==> config.mk <==
export PLATFORM = sky130hd
export DESIGN_NAME = iir_biquad_mac_flat
export DESIGN_NICKNAME = d
export VERILOG_FILES = /design/src/rtl/iir_biquad_mac_if.sv /design/src/rtl/iir_biquad_mac.sv /design/src/flat_wrapper.sv
export SDC_FILE = /design/constraint.sdc
export NUM_CORES = 2
export LEC_CHECK = 0
export CAP_MARGIN = 20
export CORE_MARGIN = 2
export CORE_UTILIZATION = 35
export CTS_CLUSTER_DIAMETER = 100
export CTS_CLUSTER_SIZE = 12
export DETAILED_ROUTE_END_ITERATION = 10
export DONT_BUFFER_PORTS = 1
export GPL_TIMING_DRIVEN = 0
export SLEW_MARGIN = 5
export SYNTH_ARGS = -nofsm -noshare
export SYNTH_HDL_FRONTEND = slang
export SYNTH_SLANG_ARGS = --single-unit
==> constraint.sdc <==
create_clock -name clk -period 14.1 [get_ports clk]
set_input_delay 0 -clock clk [delete_from_list [all_inputs] [get_ports clk]]
set_output_delay 0 -clock clk [all_outputs]
set_load 0.01 [all_outputs]
==> src/rtl/iir_biquad_mac_if.sv <==
// iir_biquad_mac_if: control, coefficient and sample handshake bundle for iir_biquad_mac
//   master: drives clear, coef_we/coef_addr/coef_data, in_valid/x_n, out_ready
//   slave : drives in_ready, out_valid/y_n, sat_flag, busy
interface iir_biquad_mac_if #(
    parameter int DW = 32,
    parameter int CW = 18
);
    logic          clear;
    logic          coef_we;
    logic [2:0]    coef_addr;
    logic [CW-1:0] coef_data;
    logic          in_valid;
    logic          in_ready;
    logic [DW-1:0] x_n;
    logic          out_valid;
    logic          out_ready;
    logic [DW-1:0] y_n;
    logic          sat_flag;
    logic          busy;
    modport master (
        output clear, coef_we, coef_addr, coef_data, in_valid, x_n, out_ready,
        input  in_ready, out_valid, y_n, sat_flag, busy
    );
    modport slave (
        input  clear, coef_we, coef_addr, coef_data, in_valid, x_n, out_ready,
        output in_ready, out_valid, y_n, sat_flag, busy
    );
endinterface

==> src/rtl/iir_biquad_mac.sv <==
// iir_biquad_mac: biquad IIR section, one shared multiplier over 5 MAC cycles per sample
//   clk, rst_n : clock, asynchronous active-low reset
//   bus        : iir_biquad_mac_if.slave (clear, coefficient writes, x_n/y_n handshakes, sat_flag, busy)
module iir_biquad_mac #(
    parameter int DW   = 32,
    parameter int CW   = 18,
    parameter int FRAC = 14
) (
    input logic              clk,
    input logic              rst_n,
    iir_biquad_mac_if.slave  bus
);
    localparam int AW = DW + CW + 3;
    localparam int PW = DW + CW;
    localparam logic signed [AW-1:0] L_HALF = AW'(2 ** (FRAC - 1));

    typedef enum logic [1:0] {S_IDLE, S_MAC, S_SCALE, S_OUT} state_t;

    state_t               r_state;
    logic [2:0]           r_k;
    logic signed [DW-1:0] r_x, r_x1, r_x2, r_y1, r_y2, r_y;
    logic signed [AW-1:0] r_acc;
    logic signed [CW-1:0] r_sh [5];
    logic signed [CW-1:0] r_act [5];
    logic                 r_sat, r_ov;

    logic signed [DW-1:0] w_op;
    logic signed [CW-1:0] w_cf;
    logic signed [PW-1:0] w_prod;
    logic signed [AW-1:0] w_term, w_biased, w_rnd;
    logic                 w_clip;
    logic signed [DW-1:0] w_ysat;

    always_comb begin
        w_op = r_k == 3'd0 ? r_x  : r_k == 3'd1 ? r_x1 : r_k == 3'd2 ? r_x2 : r_k == 3'd3 ? r_y1 : r_y2;
        w_cf = r_k == 3'd0 ? r_act[0] : r_k == 3'd1 ? r_act[1] : r_k == 3'd2 ? r_act[2] :
               r_k == 3'd3 ? r_act[3] : r_act[4];
    end

    assign w_prod   = PW'(w_op) * PW'(w_cf);
    assign w_term   = {{(AW-PW){w_prod[PW-1]}}, w_prod};
    assign w_biased = r_acc + L_HALF;
    assign w_rnd    = w_biased >>> FRAC;
    // out of range when the bits above the output sign are not a pure sign extension
    assign w_clip   = w_rnd[AW-1:DW-1] != {(AW-DW+1){w_rnd[AW-1]}};
    assign w_ysat   = w_clip ? {w_rnd[AW-1], {(DW-1){~w_rnd[AW-1]}}} : w_rnd[DW-1:0];

    assign bus.in_ready  = r_state == S_IDLE;
    assign bus.busy      = r_state != S_IDLE;
    assign bus.out_valid = r_ov;
    assign bus.y_n       = r_y;
    assign bus.sat_flag  = r_sat;

    always_ff @(posedge clk or negedge rst_n) begin
        if (!rst_n) begin
            r_state <= S_IDLE;
            r_k     <= '0;
            r_x     <= '0;
            r_x1    <= '0;
            r_x2    <= '0;
            r_y1    <= '0;
            r_y2    <= '0;
            r_y     <= '0;
            r_acc   <= '0;
            r_sh    <= '{default: '0};
            r_act   <= '{default: '0};
            r_sat   <= 1'b0;
            r_ov    <= 1'b0;
        end else begin
            if (bus.coef_we && bus.coef_addr < 3'd5)
                r_sh[bus.coef_addr] <= bus.coef_data;
            if (bus.clear) begin
                r_state <= S_IDLE;
                r_ov    <= 1'b0;
                r_x1    <= '0;
                r_x2    <= '0;
                r_y1    <= '0;
                r_y2    <= '0;
                r_sat   <= 1'b0;
            end else begin
                case (r_state)
                    S_IDLE: if (bus.in_valid) begin
                        r_x     <= bus.x_n;
                        r_act   <= r_sh;
                        r_acc   <= '0;
                        r_k     <= '0;
                        r_state <= S_MAC;
                    end
                    S_MAC: begin
                        // terms 3 and 4 are the feedback taps, subtracted
                        r_acc   <= r_k >= 3'd3 ? r_acc - w_term : r_acc + w_term;
                        r_k     <= r_k + 3'd1;
                        r_state <= r_k == 3'd4 ? S_SCALE : S_MAC;
                    end
                    S_SCALE: begin
                        r_y     <= w_ysat;
                        r_x2    <= r_x1;
                        r_x1    <= r_x;
                        r_y2    <= r_y1;
                        r_y1    <= w_ysat;
                        r_sat   <= r_sat | w_clip;
                        r_ov    <= 1'b1;
                        r_state <= S_OUT;
                    end
                    S_OUT: if (bus.out_ready) begin
                        r_ov    <= 1'b0;
                        r_state <= S_IDLE;
                    end
                    default: r_state <= S_IDLE;
                endcase
            end
        end
    end
endmodule

==> src/flat_wrapper.sv <==
// flat-port wrapper written by rule: the top's interface ports become plain ports
module iir_biquad_mac_flat 
#(
    parameter int DW   = 32,
    parameter int CW   = 18,
    parameter int FRAC = 14
)
  (clk, rst_n, bus_clear, bus_coef_we, bus_coef_addr, bus_coef_data, bus_in_valid, bus_x_n, bus_out_ready, bus_in_ready, bus_out_valid, bus_y_n, bus_sat_flag, bus_busy);
  iir_biquad_mac_if #(.DW(DW), .CW(CW)) bus_i ();
  input logic clk;
  input logic rst_n;
  input wire logic [$bits(bus_i.clear)-1:0] bus_clear;
  input wire logic [$bits(bus_i.coef_we)-1:0] bus_coef_we;
  input wire logic [$bits(bus_i.coef_addr)-1:0] bus_coef_addr;
  input wire logic [$bits(bus_i.coef_data)-1:0] bus_coef_data;
  input wire logic [$bits(bus_i.in_valid)-1:0] bus_in_valid;
  input wire logic [$bits(bus_i.x_n)-1:0] bus_x_n;
  input wire logic [$bits(bus_i.out_ready)-1:0] bus_out_ready;
  output wire logic [$bits(bus_i.in_ready)-1:0] bus_in_ready;
  output wire logic [$bits(bus_i.out_valid)-1:0] bus_out_valid;
  output wire logic [$bits(bus_i.y_n)-1:0] bus_y_n;
  output wire logic [$bits(bus_i.sat_flag)-1:0] bus_sat_flag;
  output wire logic [$bits(bus_i.busy)-1:0] bus_busy;
  assign bus_i.clear = bus_clear;
  assign bus_i.coef_we = bus_coef_we;
  assign bus_i.coef_addr = bus_coef_addr;
  assign bus_i.coef_data = bus_coef_data;
  assign bus_i.in_valid = bus_in_valid;
  assign bus_i.x_n = bus_x_n;
  assign bus_i.out_ready = bus_out_ready;
  assign bus_in_ready = bus_i.in_ready;
  assign bus_out_valid = bus_i.out_valid;
  assign bus_y_n = bus_i.y_n;
  assign bus_sat_flag = bus_i.sat_flag;
  assign bus_busy = bus_i.busy;
  iir_biquad_mac #(.DW(DW), .CW(CW), .FRAC(FRAC)) u_core (.clk(clk), .rst_n(rst_n), .bus(bus_i));
endmodule
==> run metrics <==
post-synthesis cell area between 40000 and 50000 um^2; FMAX about 74 MHz; Max FO, Critical Path 10; die area 125000 um^2; core area between 100000 and 150000 um^2; layout cells sized above 1 about 10%; DRT antenna net count 0; CP arrival 13930 ps; CTS Buffer Depth 3; Top delay family on crit path adder cells; vias post-DR around 33000; global route total overflow 0; Final nets around 5400; EDFF count, synth 0; Yosys reg bits approximately 430; Synth cell types approximately 110; synth top area cells fa_1 (26%), dfrtp_1 (25%), mux2_2 (6.4%), inv_1 (6.0%), ha_1 (5.3%); clock latency on the worst-skew pair between 500 and 600 ps; Synth top area share 25.9%; Crit-path slowest cell fa_1; Req. time, crit path around 15000 ps; vias per cell between 5 and 6; Synth-to-Final Area Change 10.1%; kind of critical path flop to flop; Final Critical Period around 13000 ps; wirelength, routed 137000 um; root buf cell clkbuf_16; Post-synth ARST share 100%; CP max stage delay between 600 and 700 ps; Startpoint Class flop; Syn Inst Count ~4400; Final HPWL DP approximately 110000 um; fillers around 12000; final core occ approximately 39%; H-tree levels 2; total clock sinks roughly 430; Syn Area/Cell 9.64 um^2; Synth Flop Type dfrtp_1; Max Cap Viol 0; status completed; crit share post-route between 90% and 100%; final hold vios 0; die width about 350 um; first-pass GRT wire length 213000 um; Hold Path Class input pin to flop; die height ~350 um; vias in the first global route 34000; Reg clk slew, reported paths about 60 ps; Tightest Pin Transition 1080 ps; Pre-antenna DRT Iters 5; register area share after synthesis ~25%; Initial Util a little over a third; DRC 0; Setup-failing EPs final 0; Slew HR between 20% and 30%; largest net degree at the start of global routing 433; Critical Path End Type flop; cell taking the most area after synthesis fa_1; gr usage total between 20 and 25%; CTS tree built; drt initial violations roughly 2700; Rows about 130; RSZ-0062 raised after global routing no; crit path buf inv count 11; synth warn 0; I/O Buffers 0; Slew Limit Fails 0; Num CTS Buffers 41; initial antenna violation count 4; gpl congestion just under 1; drt wl/cell 22.1 um; postcts setup bufs 0; Mapped Nets 5240; Setup Skew roughly 37 ps; io pins between 90 and 100
[what timing repair did]
item	in CTS	in global routing
resized for setup	8	72
hold endpoints to repair	563	2
hold buffers	60	1
setup endpoints to repair	15	8
[area by class of cell]
class / count / area (um^2) / area share, %
plain buffers: 198 / 870 / 1.84
clock buffers: 41 / 1030 / 2.17
inverters: 684 / 2570 / 5.44
well taps: 1625 / 2030 / 4.31
diodes: 2 / 5.00 / 0.0106
repair buffers: 91 / 978 / 2.07
flip-flops and latches: 432 / 10800 / 22.9
clock inverters: 3 / 66.3 / 0.141
multi-input cells: 3126 / 28800 / 61.1
[layout by cell type (no fill, tap or decap), types with 60 or more instances in the layout]
cell / instances
xor2_1: 80
mux2_2: 244
fa_1: 554
mux2i_1: 67
nand2_1: 556
a21oi_1: 141
dfrtp_1: 432
dlygate4sd3_1: 60
inv_1: 683
a21o_1: 107
a22o_1: 102
ha_1: 179
clkbuf_1: 136
xnor2_1: 95
o21ai_0: 172
nor2_1: 320
[per-stage QoR]
step	TNS (ps)	cells	setup WS, ps	hold slack [ps]	instance area, um^2
final	0	6202	637	30.7	47200
after global placement	-9380	6072	-1180	-279	44900
after floorplan	0	4447	2620	-296	42900
after CTS	0	6200	91.2	8.07	47000
after global routing	0	6200	69.1	60.4	47200
after detailed placement	-3440	6097	-821	-284	45200
[sequential cells by signal (all words and copies together), names as in the netlist]
name,flops
u_core.r_y1,32
u_core.r_k,3
u_core.r_x1,32
u_core.bus.out_valid,1
u_core.r_act,90
u_core.r_sh,90
u_core.r_x,32
u_core.r_acc,53
u_core.bus.sat_flag,1
u_core.r_x2,32
u_core.bus.y_n,32
u_core.r_y2,32
u_core.r_state,2
[cells by family (layout without fill, tap and decap cells)]
logic type                 after synthesis  after routing  synth area share [%]
AOI/OAI and AO/OA                      741            741                  11.8
xor gates and xnor gates               176            176                  3.61
adders and majority gates              734            734                  31.1
buffers and inverters                  889           1017                  7.98
DFF                                    432            432                  25.2
muxes                                  333            333                  8.50
other                                    0              2                     0
and+or+nand+nor                       1142           1142                  11.8
[metal layers]
metal  wire length, um  vias up  GRT usage, %
li1                  -    14600             -
met1             57800    16700          30.0
met2             62300     1181          35.1
met3             11000      240          4.29
met4              5750        6          8.02
met5                45        -             0
[cell usage after synthesis, types with 20 or more instances]
cell and number:
mux2_2 244, nand2b_1 26, nor3_1 31, clkbuf_1 165, nor2_1 320, o21ai_0 172, a31oi_1 30, xnor2_1 95
and2_1 41, nand4_1 25, o21a_1 20, a21o_1 107, ha_1 180, nand2_1 556, nand3_1 35, a22o_1 102
mux2i_1 88, dfrtp_1 432, fa_1 554, xor2_1 80, a21oi_1 147, inv_1 683
[worst register-to-register path: cells and delay by family, from the launching register on]
family	cells	cell delay [ps]
adders and majority gates	9	4170
and+or+nand+nor	12	2930
AOI/OAI and AO/OA	10	2690
buffers and inverters	11	2590
xor gates and xnor gates	2	550
DFF	1	430
[final timing paths]
check,from,to,slack (ps),depth (start not counted)
setup / recovery,u_core.r_k[1],u_core.r_acc[52],640,44
max in group asynchronous,rst_n,u_core.bus.y_n[4],11480,6
hold / removal,bus_coef_we,u_core.r_sh[78],30,4
min in group asynchronous,rst_n,u_core.r_sh[8],380,3
hold reg to reg,u_core.r_sh[37],u_core.r_act[37],480,1
setup reg to reg,u_core.r_k[1],u_core.r_acc[52],640,44
Power is left out: the tool's default activity adds up to more than one toggle a clock period on the data nets, which glitch-free logic cannot reach.
